File: config.mk
export PLATFORM = sky130hd
export DESIGN_NAME = sum_job_scheduler
export DESIGN_NICKNAME = d
export VERILOG_FILES = /design/src/rtl/sum_job_scheduler_pkg.sv /design/src/rtl/sum_job_scheduler_rr_arb2.sv /design/src/rtl/sum_job_scheduler.sv
export SDC_FILE = /design/constraint.sdc
export NUM_CORES = 1
export LEC_CHECK = 0
export ABC_AREA = 1
export CAP_MARGIN = 20
export CORE_MARGIN = 5
export CORE_UTILIZATION = 50
export CTS_BUF_LIST = sky130_fd_sc_hd__clkbuf_16
export DETAILED_ROUTE_END_ITERATION = 16
export DONT_BUFFER_PORTS = 1
export PLACE_DENSITY_LB_ADDON = 0.05
export SETUP_SLACK_MARGIN = 0.15
export SLEW_MARGIN = 0
export SYNTH_ARGS = -nofsm -noshare
export SYNTH_HDL_FRONTEND = slang
export SYNTH_SLANG_ARGS = --single-unit
File: constraint.sdc
create_clock -name clk -period 1.55 [get_ports clk]
set_input_delay 0.2325 -clock clk [delete_from_list [all_inputs] [get_ports clk]]
set_output_delay 0.2325 -clock clk [all_outputs]
set_load 0.02 [all_outputs]
File: src/rtl/sum_job_scheduler_pkg.sv
// Shared types and constants for the triangular-sum job scheduler.
package sum_job_scheduler_pkg;

    localparam int OPND_W = 4;
    localparam int RES_W  = 8;
    localparam logic [RES_W-1:0] ERR_CODE_DEF = 8'hFF;

    typedef enum logic [1:0] {
        ST_IDLE,
        ST_ISSUE,
        ST_WAIT,
        ST_DONE
    } state_t;

endpackage

File: src/rtl/sum_job_scheduler_rr_arb2.sv
// Two-way round-robin arbiter; the pointer favours the requester not served last.
module sum_job_scheduler_rr_arb2 (
    input  logic       clk,
    input  logic       rst_a_n,
    input  logic [1:0] req,
    input  logic       advance,
    input  logic       served,
    output logic [1:0] grant
);

    logic pointer;

    always_ff @(posedge clk or negedge rst_a_n) begin
        if (!rst_a_n) begin
            pointer <= 1'b0;
        end else if (advance) begin
            pointer <= ~served;
        end
    end

    // A lone requester wins outright; the pointer only breaks ties.
    always_comb begin
        grant = req;
        if (req == 2'b11) begin
            grant = pointer ? 2'b10 : 2'b01;
        end
    end

endmodule

File: src/rtl/sum_job_scheduler.sv
// Shares one triangular-sum engine between two requesters, one job at a time.
//   state    | meaning
//   ST_IDLE  | waiting for a request; grant and capture operand on exit
//   ST_ISSUE | one-cycle start pulse to the engine, timeout counter cleared
//   ST_WAIT  | waiting for eng_done or timeout; result written on exit
//   ST_DONE  | ack the served requester, advance the round-robin pointer
module sum_job_scheduler
    import sum_job_scheduler_pkg::*;
#(
    parameter int               TIMEOUT  = 64,
    parameter logic [RES_W-1:0] ERR_CODE = ERR_CODE_DEF
) (
    input  logic              clk,
    input  logic              rst_a_n,
    input  logic              req0,
    input  logic              req1,
    input  logic [OPND_W-1:0] n0,
    input  logic [OPND_W-1:0] n1,
    output logic              ack0,
    output logic              ack1,
    output logic [RES_W-1:0]  res0,
    output logic [RES_W-1:0]  res1,
    output logic              eng_start,
    output logic [OPND_W-1:0] eng_n,
    input  logic              eng_done,
    input  logic [RES_W-1:0]  eng_sum,
    output logic              busy,
    output logic              err
);

    localparam int CNT_W = $clog2(TIMEOUT);
    localparam logic [CNT_W-1:0] CNT_LAST = CNT_W'(TIMEOUT - 1);

    state_t           state;
    state_t           state_nxt;
    logic             id;
    logic [1:0]       grant;
    logic             take;
    logic             advance;
    logic             hit;
    logic             expired;
    logic [CNT_W-1:0] cnt;
    logic [RES_W-1:0] wr_val;

    sum_job_scheduler_rr_arb2 u_arb (
        .clk     (clk),
        .rst_a_n (rst_a_n),
        .req     ({req1, req0}),
        .advance (advance),
        .served  (id),
        .grant   (grant)
    );

    always_ff @(posedge clk or negedge rst_a_n) begin
        if (!rst_a_n) begin
            state <= ST_IDLE;
        end else begin
            state <= state_nxt;
        end
    end

    always_comb begin
        state_nxt = state;
        busy      = 1'b1;
        eng_start = 1'b0;
        ack0      = 1'b0;
        ack1      = 1'b0;
        take      = 1'b0;
        advance   = 1'b0;
        hit       = 1'b0;
        expired   = 1'b0;
        case (state)
            ST_IDLE: begin
                busy = 1'b0;
                if (|grant) begin
                    take      = 1'b1;
                    state_nxt = ST_ISSUE;
                end
            end
            ST_ISSUE: begin
                eng_start = 1'b1;
                state_nxt = ST_WAIT;
            end
            ST_WAIT: begin
                // A completion in the last allowed cycle beats the timeout.
                if (eng_done) begin
                    hit       = 1'b1;
                    state_nxt = ST_DONE;
                end else if (cnt == CNT_LAST) begin
                    expired   = 1'b1;
                    state_nxt = ST_DONE;
                end
            end
            ST_DONE: begin
                ack0      = ~id;
                ack1      = id;
                advance   = 1'b1;
                state_nxt = ST_IDLE;
            end
            default: state_nxt = ST_IDLE;
        endcase
    end

    assign wr_val = hit ? eng_sum : ERR_CODE;

    always_ff @(posedge clk or negedge rst_a_n) begin
        if (!rst_a_n) begin
            id    <= 1'b0;
            eng_n <= '0;
            err   <= 1'b0;
            res0  <= '0;
            res1  <= '0;
            cnt   <= '0;
        end else begin
            if (take) begin
                id    <= grant[1];
                eng_n <= grant[1] ? n1 : n0;
                err   <= 1'b0;
            end
            if (state == ST_ISSUE) begin
                cnt <= '0;
            end else if (state == ST_WAIT && cnt != CNT_LAST) begin
                cnt <= cnt + CNT_W'(1);
            end
            if (hit || expired) begin
                if (id) begin
                    res1 <= wr_val;
                end else begin
                    res0 <= wr_val;
                end
            end
            if (expired) begin
                err <= 1'b1;
            end
        end
    end

endmodule

======== Word level (Yosys, flattened, before mapping) ========
Cells that the tools add are included.
storage, ports and cells
  register bits ........................... 31
  latch bits .............................. 0
  bits in writable memories ............... 0
  memory bits (read-only) ................. 0
  output and inout port bits .............. 25
  word-level logic and storage cells ...... 51
  memories ................................ 0
operators by class
  $add $sub $neg .......................... 1
  $mul .................................... 0
  divide/modulo/power cells ............... 0
  magnitude comparators ................... 0
  equal/unequal tests ..................... 8
  shift-type cells ........................ 0
  mux-type cells .......................... 24
  bitwise gates (word level) .............. 1
  reductions and logical operators ........ 9
operator list
  operator                                                         number
  1-bit two-way mux                                                14
  6-bit two-way mux                                                2
  2-bit two-way mux                                                5
  8-bit two-way mux                                                1
  2-bit one-hot mux with 4 select lines                            1
  6-bit by 1-bit adder with 6-bit output, second input constant    1
  2-bit == test, second input constant                             3
  6-bit == test, second input constant                             1
  6-bit inequality test, second input constant                     1
  2-bit AND reduction                                              3
  4-bit two-way mux                                                1
  2-bit nonzero test                                               2
  3-bit inequality test, second input constant                     1
  2-bit by 1-bit == test with 1-bit output, second input constant  1
  2-bit logical NOT                                                1
  2-bit inequality test, second input constant                     1
  2-bit OR reduction                                               1
  1-bit logical AND                                                1
  1-bit logical OR                                                 1
  1-bit inverter                                                   1

======== Longest topological paths before layout ========
Gate-level depths: netlist (run 1).
  depth in word-level cells ............... 7
  mapped depth ............................ 8
  mapped depth without buffers ............ 8

======== Cells and area by module ========
A second synthesis (run 1) with hierarchy kept.
unflattened totals
  cells, all modules ...................... 198
  area total of the unflattened synthesis .. 1581.5 um^2
by module, submodules not included
  module                     times used  cells an instance  area an instance (um^2)  seq. area each (um^2)
  sum_job_scheduler          1           187                1516.5                   750.7
  sum_job_scheduler_rr_arb2  1           11                 65.1                     25.0

======== Worst setup path after synthesis (run 1) ========
OpenSTA, ideal clock, no wires.
  path kind ............................... register to register
  start point ............................. register state[0]
  end point ............................... register res0[0]
  setup time .............................. 117 ps
  arrival time ............................ 1325 ps
  path slack .............................. 108 ps
  stages on the path, launching flop included .. 7
  path buffers ............................ 0
  clock period less this slack ............ 1442 ps
  path through ............................ dfrtp_1 inv_1 ha_1 nand2_1 or2_2 nand3_1 nand2_1
between the ends
  cells in the longest elaborated chain, start to end .. 4
RTL lines
  what                                  line                      source
  from (decl)                           sum_job_scheduler.sv:34   state_t state;
  from (signal assigned)                sum_job_scheduler.sv:58   state <= state_nxt;
  2-bit == test (*)                     sum_job_scheduler.sv:72   case (state)
  1-bit two-way mux                     sum_job_scheduler.sv:72
  1-bit logical OR                      sum_job_scheduler.sv:125  if (hit || expired) begin
  2-bit AND reduction (no source line)  n/a
  to (signal assigned)                  sum_job_scheduler.sv:129  res0 <= wr_val;
  to (decl)                             sum_job_scheduler.sv:21   output logic [RES_W-1:0] res0,
Every way passes the cells marked *; elsewhere a longest branch is shown, timed or not.
A chain may end at the register's enable or synchronous reset.

======== Worst setup path after layout (run 1) ========
  start point ............................. register state[1]
  end point ............................... register res1[7]
between the ends
  cells in the longest elaborated chain, start to end .. 4
RTL lines
  what                                  line                      source
  2-bit == test (*)                     sum_job_scheduler.sv:72
  1-bit two-way mux                     sum_job_scheduler.sv:72
  1-bit logical OR                      sum_job_scheduler.sv:125
  2-bit AND reduction (no source line)  n/a
  to (signal assigned)                  sum_job_scheduler.sv:127  res1 <= wr_val;
  to (decl)                             sum_job_scheduler.sv:22   output logic [RES_W-1:0] res1,
Marked as above.

==> results of run 1 <==
==> synthesized netlist by cell type, drive strengths merged <==
library cell  count  area [um^2]
nand2            68          270
nand4             2         12.5
inv              21         78.8
o21ai            12         60.1
or2               9         56.3
xor2              1         8.76
nor2             10         40.0
o21bai            1         7.51
buf               3         21.3
a21oi             2         10.0
dfrtp            31          776
ha                6         75.1
nand3            27          135
==> power breakdown <==
group	switching (mW)	internal, mW
Sequential	0.600	1.17
Clock	0.304	0.574
Combinational	1.01	0.765
Total	1.91	2.51
==> final cells by class <==
type / instances / share of cell area, %
multi-input cells: 139 / 40.7
flip-flops and latches: 31 / 37.7
repair buffers: 18 / 9.13
clock buffers: 5 / 6.09
inverters: 21 / 3.96
well taps: 33 / 2.01
clock inverters: 2 / 0.426
==> critical path, stage by stage, from the launching register on <==
cell	delay [ps]
sky130_fd_sc_hd__dfrtp_1	430
sky130_fd_sc_hd__buf_6	130
sky130_fd_sc_hd__ha_4	220
sky130_fd_sc_hd__nand2_8	60
sky130_fd_sc_hd__or2_2	290
sky130_fd_sc_hd__nand3_1	140
sky130_fd_sc_hd__nand2_1	60
==> cell families (layout without fill, tap and decap cells) <==
group                    after synthesis  after routing  synth area share, %
AND/OR/NAND/NOR                      116            117                 33.1
flip-flops                            31             31                 50.0
buffers and inverters                 24             46                 6.45
AO/OA/AOI/OAI                         15             15                 5.00
adder cells (fa/ha/maj)                6              6                 4.84
XOR/XNOR                               1              1                0.565
==> registers in the layout (all words and copies together) (netlist names) <==
| name | cells |
|---|---|
| id | 1 |
| res0 | 8 |
| u_arb.pointer | 1 |
| err | 1 |
| res1 | 8 |
| eng_n | 4 |
| state | 2 |
| cnt | 6 |
==> timing repair <==
action / 4_1_cts / 5_1_grt
hold buffers: 2 / 0
endpoints found under the setup margin: 26 / 30
buffers inserted: 4 / 4
resized for setup: 13 / 24
pin swaps: 2 / 10
hold endpoints to repair: 31 / 0
gates cloned: 0 / 2
==> through the flow <==
step           setup slack [ps]  hold WS [ps]  total power [mW]  util [%]
2_1_floorplan               155         -63.1              2.62         -
3_3_place_gp               88.5         -62.3              2.97      54.7
3_5_place_dp               46.1         -62.3              3.03      54.7
4_1_cts                     157          69.0              4.12      62.7
5_1_grt                    69.4          62.9              4.76      68.5
6_report                    106          76.7              4.42      68.5
==> layer usage <==
| metal | up-vias | GRT usage (%) |
|---|---|---|
| met1 | 649 | 19.1 |
| met5 | - | 0 |
| met3 | 8 | 7.01 |
| met4 | 0 | 5.96 |
| li1 | 654 | - |
| met2 | 45 | 35.4 |
==> worst max path at each step <==
stage               depth (start not counted)      from  slack [ps]         to
floorplan                                   6  state[0]         150    res0[0]
CTS                                         3  state[0]         160  eng_start
global route                                6  state[1]          70    res1[7]
global placement                            6  state[0]          90    res1[7]
detailed placement                          6  state[0]          50    res1[7]
finish                                      6  state[1]         110    res1[7]
==> insert_results.sql, run 1 <==
INSERT INTO impl_metrics (metric_group, metric, value, unit) VALUES
('placed_design', 'dpl_cell_area', '0.00164', 'mm^2'),
('clock_tree', 'htreeDepth', '2', ''),
('sta', 'fin_worst_skew', '5.30', 'ps'),
('floorplanning', 'design.core.area', '0.00300', 'mm^2'),
('clock_tree', 'root_buffer', 'sky130_fd_sc_hd__clkbuf_16', ''),
('sta', 'setup_viol_count_final', '0', ''),
('clock_tree', 'cts_tree', 'yes', ''),
('layout', 'layout.cells.most_common', 'sky130_fd_sc_hd__nand2_1', ''),
('setup_path', 'critical_register_to_register_path_startpoint', 'state[1]', ''),
('route', 'route.vias.total', '1356', ''),
('hold_path', 'hold-path-endpoint', 'err', ''),
('sta', 'hold_viol', '0', ''),
('setup_path', 'worstPathArrival', '1600', 'ps'),
('setup_path', 'worst-endpoint-required', '1700', 'ps'),
('hold_path', 'hp-class', 'in -> reg', ''),
('sta', 'final_min_period_over_clock_period', '93.2', '%'),
('route', 'met2_wirelength', '2090', 'um'),
('clock_tree', 'clk-insertion-delay-late', '270', 'ps'),
('synth', 'post_synth_inst_count', '193', ''),
('global_route', 'antenna_found_initial', '0', ''),
('layout', 'finalNetCount', '243', ''),
('setup_path', 'critical_path.max_fanout', '7', ''),
('pwr', 'p_leak', '1.04', 'nW'),
('layout', 'fin_cells', '249', ''),
('floorplanning', 'num_rows', '20', ''),
('sta', 'rsz0062_at_grt', 'yes', ''),
('sta', 'finalWorstPathRequiredPeriod', '1440', 'ps'),
('route', 'finalWirelength', '3900', 'um'),
('route', 'post_detailed_route_wirelength_per_cell', '15.7', 'um'),
('synth', 'yosys.cell_types.count', '17', ''),
('layout', 'final_cell_mix', '63 x sky130_fd_sc_hd__nand2_1, 31 x sky130_fd_sc_hd__dfrtp_1, 24 x sky130_fd_sc_hd__nand3_1', ''),
('setup_path', 'reg2reg_to', 'res1[7]', ''),
('global_route', 'pin_count_of_the_biggest_net_entering_global_routing', '32', ''),
('sta', 'achievable-frequency', '0.692', 'GHz'),
('global_route', 'grt_pass1_vias', '1361', ''),
('route', 'routed_via_density', '5.45', ''),
('route', 'highest-signal-layer', 'met4', ''),
('placed_design', 'buffer_ports.inserted', '0', ''),
('sta', 'worst_pin_slew', '287', 'ps'),
('setup_path', 'setup.reg_to_reg.worst_slack', '110', 'ps'),
('job', 'drv_cap', '0', ''),
('hold_path', 'holdCritStartpoint', 'eng_done', ''),
('hold_path', 'timing.hold.worst_path_depth', '1', ''),
('setup_path', 'setup.worst_path.end_class', 'flop', ''),
('route', 'detail_route.wirelength.met1', '1460', 'um'),
('layout', 'regArea', '776', 'um^2'),
('synth', 'syn-mean-instance-area', '8.04', 'um^2'),
('setup_path', 'setup.worst_path.class', 'reg -> reg', ''),
('clock_tree', 'cts_made_buffers', '5', ''),
('placed_design', 'finalWeightedCongestion', '0.820', ''),
('placed_design', 'place.detailed.hpwl', '2650', 'um'),
('route', 'drc', '0', ''),
('setup_path', 'timing.critical_path.from_type', 'flop', ''),
('setup_path', 'r2r.worst_path.cells', '6', ''),
('floorplanning', 'die_area', '0.00432', 'mm^2'),
('sta', 'slew_violations', '0', ''),
('sta', 'worst_rel_slew_slack', '80.9', '%'),
('route', 'drt-pass1-iter-count', '4', ''),
('pwr', 'max-vdd-ir-drop', '1260', 'uV'),
('outcome', 'run_status', 'finished, final reports clean', ''),
('clock_tree', 'clock_path_buffers', '2', ''),
('layout', 'finish.instance_area', '0.00206', 'mm^2'),
('synth', 'synth-seq-area-share', '50.0', '%'),
('layout', 'antenna_cells_inserted', '0', ''),
('synth', 'synth.ff_latch_count', '31', ''),
('clock_tree', 'clock-sinks', '31', ''),
('floorplanning', 'dieHeight', '65.7', 'um'),
('global_route', 'grt.total_usage', '18.9', '%'),
('floorplanning', 'initial_core_utilization', '51.7', '%'),
('route', 'met3RoutedLength', '252', 'um'),
('layout', 'drive_above_1_share', '26.4', '%');
No activity file was read; power rests on OpenSTA's default activity.
==> run 2: changes to the inputs <==
--- a/config.mk
+++ b/config.mk
@@ -12,6 +12,7 @@
 export CTS_BUF_LIST = sky130_fd_sc_hd__clkbuf_16
 export DETAILED_ROUTE_END_ITERATION = 16
 export DONT_BUFFER_PORTS = 1
+export HOLD_SLACK_MARGIN = 0.1
 export PLACE_DENSITY_LB_ADDON = 0.05
 export SETUP_SLACK_MARGIN = 0.15
 export SLEW_MARGIN = 0
==> insert_results.sql, run 2 (synthesis results as in run 1) <==
INSERT INTO impl_metrics (metric_group, metric, value, unit) VALUES
('route', 'detailedRoute.firstIterationViolations', '80', ''),
('pwr', 'max-vdd-ir-drop', '1260', 'uV'),
('global_route', 'pin_count_of_the_biggest_net_entering_global_routing', '32', ''),
('setup_path', 'setup.worst_path.class', 'reg -> reg', ''),
('setup_path', 'worst-endpoint-required', '1700', 'ps'),
('floorplanning', 'initial_core_utilization', '51.7', '%'),
('placed_design', 'buffer_ports.inserted', '0', ''),
('job', 'drv_cap', '0', ''),
('sta', 'fin_worst_skew', '5.97', 'ps'),
('pwr', 'p_comb_share', '40.1', '%'),
('layout', 'antenna_cells_inserted', '0', ''),
('outcome', 'run_status', 'finished, final reports clean', ''),
('route', 'finalWirelength', '3920', 'um'),
('hold_path', 'hp-class', 'in -> reg', ''),
('global_route', 'antenna_found_initial', '0', ''),
('route', 'drt-pass1-iter-count', '4', ''),
('setup_path', 'r2r.worst_path.cells', '6', ''),
('clock_tree', 'clk_pin_slew_worst_paths', '50', 'ps'),
('sta', 'worst_rel_slew_slack', '81.7', '%'),
('route', 'routed_via_density', '5.44', ''),
('sta', 'fin_tns_setup', '0', 'ps'),
('setup_path', 'setup.worst_path.end_class', 'flop', ''),
('floorplanning', 'num_rows', '20', ''),
('sta', 'achievable-frequency', '0.695', 'GHz'),
('sta', 'worst_hold_margin', '160', 'ps'),
('sta', 'worst_pin_slew', '274', 'ps'),
('clock_tree', 'cts_tree', 'yes', ''),
('route', 'route.vias.total', '1360', ''),
('sta', 'finalWorstPathRequiredPeriod', '1440', 'ps'),
('route', 'post_detailed_route_wirelength_per_cell', '15.7', 'um'),
('layout', 'final_cell_mix', '63 x sky130_fd_sc_hd__nand2_1, 31 x sky130_fd_sc_hd__dfrtp_1, 24 x sky130_fd_sc_hd__nand3_1', ''),
('layout', 'top_flop_regs', 'res0 (8), res1 (8), cnt (6)', ''),
('floorplanning', 'die_area', '0.00432', 'mm^2'),
('layout', 'flow.area_growth_from_synthesis', '33.1', '%'),
('floorplanning', 'design.core.area', '0.00300', 'mm^2'),
('route', 'remaining_antenna_violation_count_after_routing', '0', ''),
('setup_path', 'reg2reg_to', 'res1[7]', ''),
('pwr', 'fin_total_pwr', '4.43', 'mW'),
('hold_path', 'hold-path-endpoint', 'eng_n[1]', ''),
('pwr', 'p_int', '2.51', 'mW'),
('route', 'drc', '0', ''),
('global_route', 'grt_pass1_vias', '1366', ''),
('pwr', 'p_clk_share', '20.0', '%'),
('clock_tree', 'htreeDepth', '2', ''),
('clock_tree', 'cts_made_buffers', '5', ''),
('layout', 'finalNetCount', '244', ''),
('floorplanning', 'dieHeight', '65.7', 'um'),
('placed_design', 'place.detailed.hpwl', '2650', 'um'),
('sta', 'setup_viol_count_final', '0', ''),
('setup_path', 'worstPathArrival', '1590', 'ps'),
('pwr', 'switching_share_of_power', '43.3', '%'),
('clock_tree', 'clk-insertion-delay-late', '270', 'ps'),
('sta', 'rsz0062_at_grt', 'yes', ''),
('sta', 'hold_viol', '0', ''),
('clock_tree', 'clock_path_buffers', '2', ''),
('clock_tree', 'root_buffer', 'sky130_fd_sc_hd__clkbuf_16', ''),
('sta', 'final_min_period_over_clock_period', '92.8', '%'),
('setup_path', 'setup.reg_to_reg.worst_slack', '110', 'ps'),
('setup_path', 'timing.critical_path.from_type', 'flop', ''),
('pwr', 'p_leak', '1.04', 'nW'),
('setup_path', 'critical_path.max_fanout', '7', ''),
('floorplanning', 'io-pin-count', '46', ''),
('floorplanning', 'dieWidth', '65.7', 'um'),
('pwr', 'seq_power_share', '39.9', '%'),
('global_route', 'grt_overflow', '0', ''),
('hold_path', 'holdCritStartpoint', 'n1[1]', ''),
('placed_design', 'finalWeightedCongestion', '0.820', ''),
('global_route', 'grt.total_usage', '19.1', '%'),
('clock_tree', 'clock-sinks', '31', ''),
('setup_path', 'critical_register_to_register_path_startpoint', 'state[1]', ''),
('sta', 'slew_violations', '0', ''),
('layout', 'final_util', '68.8', '%'),
('pwr', 'cellPowerDensity', '2140', 'mW/mm^2'),
('global_route', 'wire_length_of_the_first_global_routing_pass', '6180', 'um'),
('hold_path', 'timing.hold.worst_path_depth', '2', ''),
('pwr', 'p_switching', '1.92', 'mW'),
('layout', 'layout.cells.most_common', 'sky130_fd_sc_hd__nand2_1', ''),
('layout', 'drive_above_1_share', '26.3', '%');
[run 2: worst max-delay path by stage]
| stage | cells past startpoint | start | to | slack (ps) |
|---|---|---|---|---|
| after global routing | 6 | state[1] | res1[7] | 70 |
| after global placement | 6 | state[0] | res1[7] | 90 |
| after CTS | 3 | state[0] | eng_start | 160 |
| after floorplan | 6 | state[0] | res0[0] | 150 |
| after detailed placement | 6 | state[0] | res1[7] | 50 |
| final | 6 | state[1] | res1[7] | 110 |
[run 2: layer usage]
| layer | up-vias | global-route usage (%) | share of wire [%] |
|---|---|---|---|
| li1 | 657 | - | - |
| met1 | 646 | 19.3 | 38 |
| met2 | 46 | 35.8 | 55 |
| met3 | 11 | 7.01 | 5.6 |
| met4 | 0 | 5.96 | 1.9 |
| met5 | - | 0 | 0 |
[run 2: worst max-delay path, stage by stage, from the launching register on]
cell                      delay, ps
sky130_fd_sc_hd__dfrtp_1        420
sky130_fd_sc_hd__buf_6          130
sky130_fd_sc_hd__ha_4           220
sky130_fd_sc_hd__nand2_8         60
sky130_fd_sc_hd__or2_2          290
sky130_fd_sc_hd__nand3_1        140
sky130_fd_sc_hd__nand2_1         60
[run 2: layout make-up]
type	instances	area [um^2]
multi-input cells	139	836
clock buffers	5	125
fillers	239	937
flip-flops and latches	31	776
well taps	33	41.3
clock inverters	2	8.76
inverters	21	81.3
repair buffers	19	198
[run 2: repair_timing]
action	4_1_cts	5_1_grt
setup endpoints to repair	26	30
endpoints found under the hold margin	32	0
pin swaps	2	10
hold buffers	3	0
setup buffers	4	4
resized for setup	13	24
gates cloned	0	2
[run 2: metrics by stage]
stage,std cells,instance area (um^2),setup WS [ps]
detailed placement,230,1640,46.1
global placement,230,1640,88.5
global route,250,2070,74.7
CTS,244,1890,157
finish,250,2070,111
floorplan,193,1560,155
[run 2: power groups by stage]
stage / logic, mW / clock network (mW) / registers (mW)
2_1_floorplan: 0.922 / 0 / 1.70
3_3_place_gp: 1.21 / 0 / 1.76
3_5_place_dp: 1.25 / 0 / 1.77
4_1_cts: 1.46 / 0.900 / 1.76
5_1_grt: 1.99 / 0.964 / 1.80
6_report: 1.78 / 0.885 / 1.77
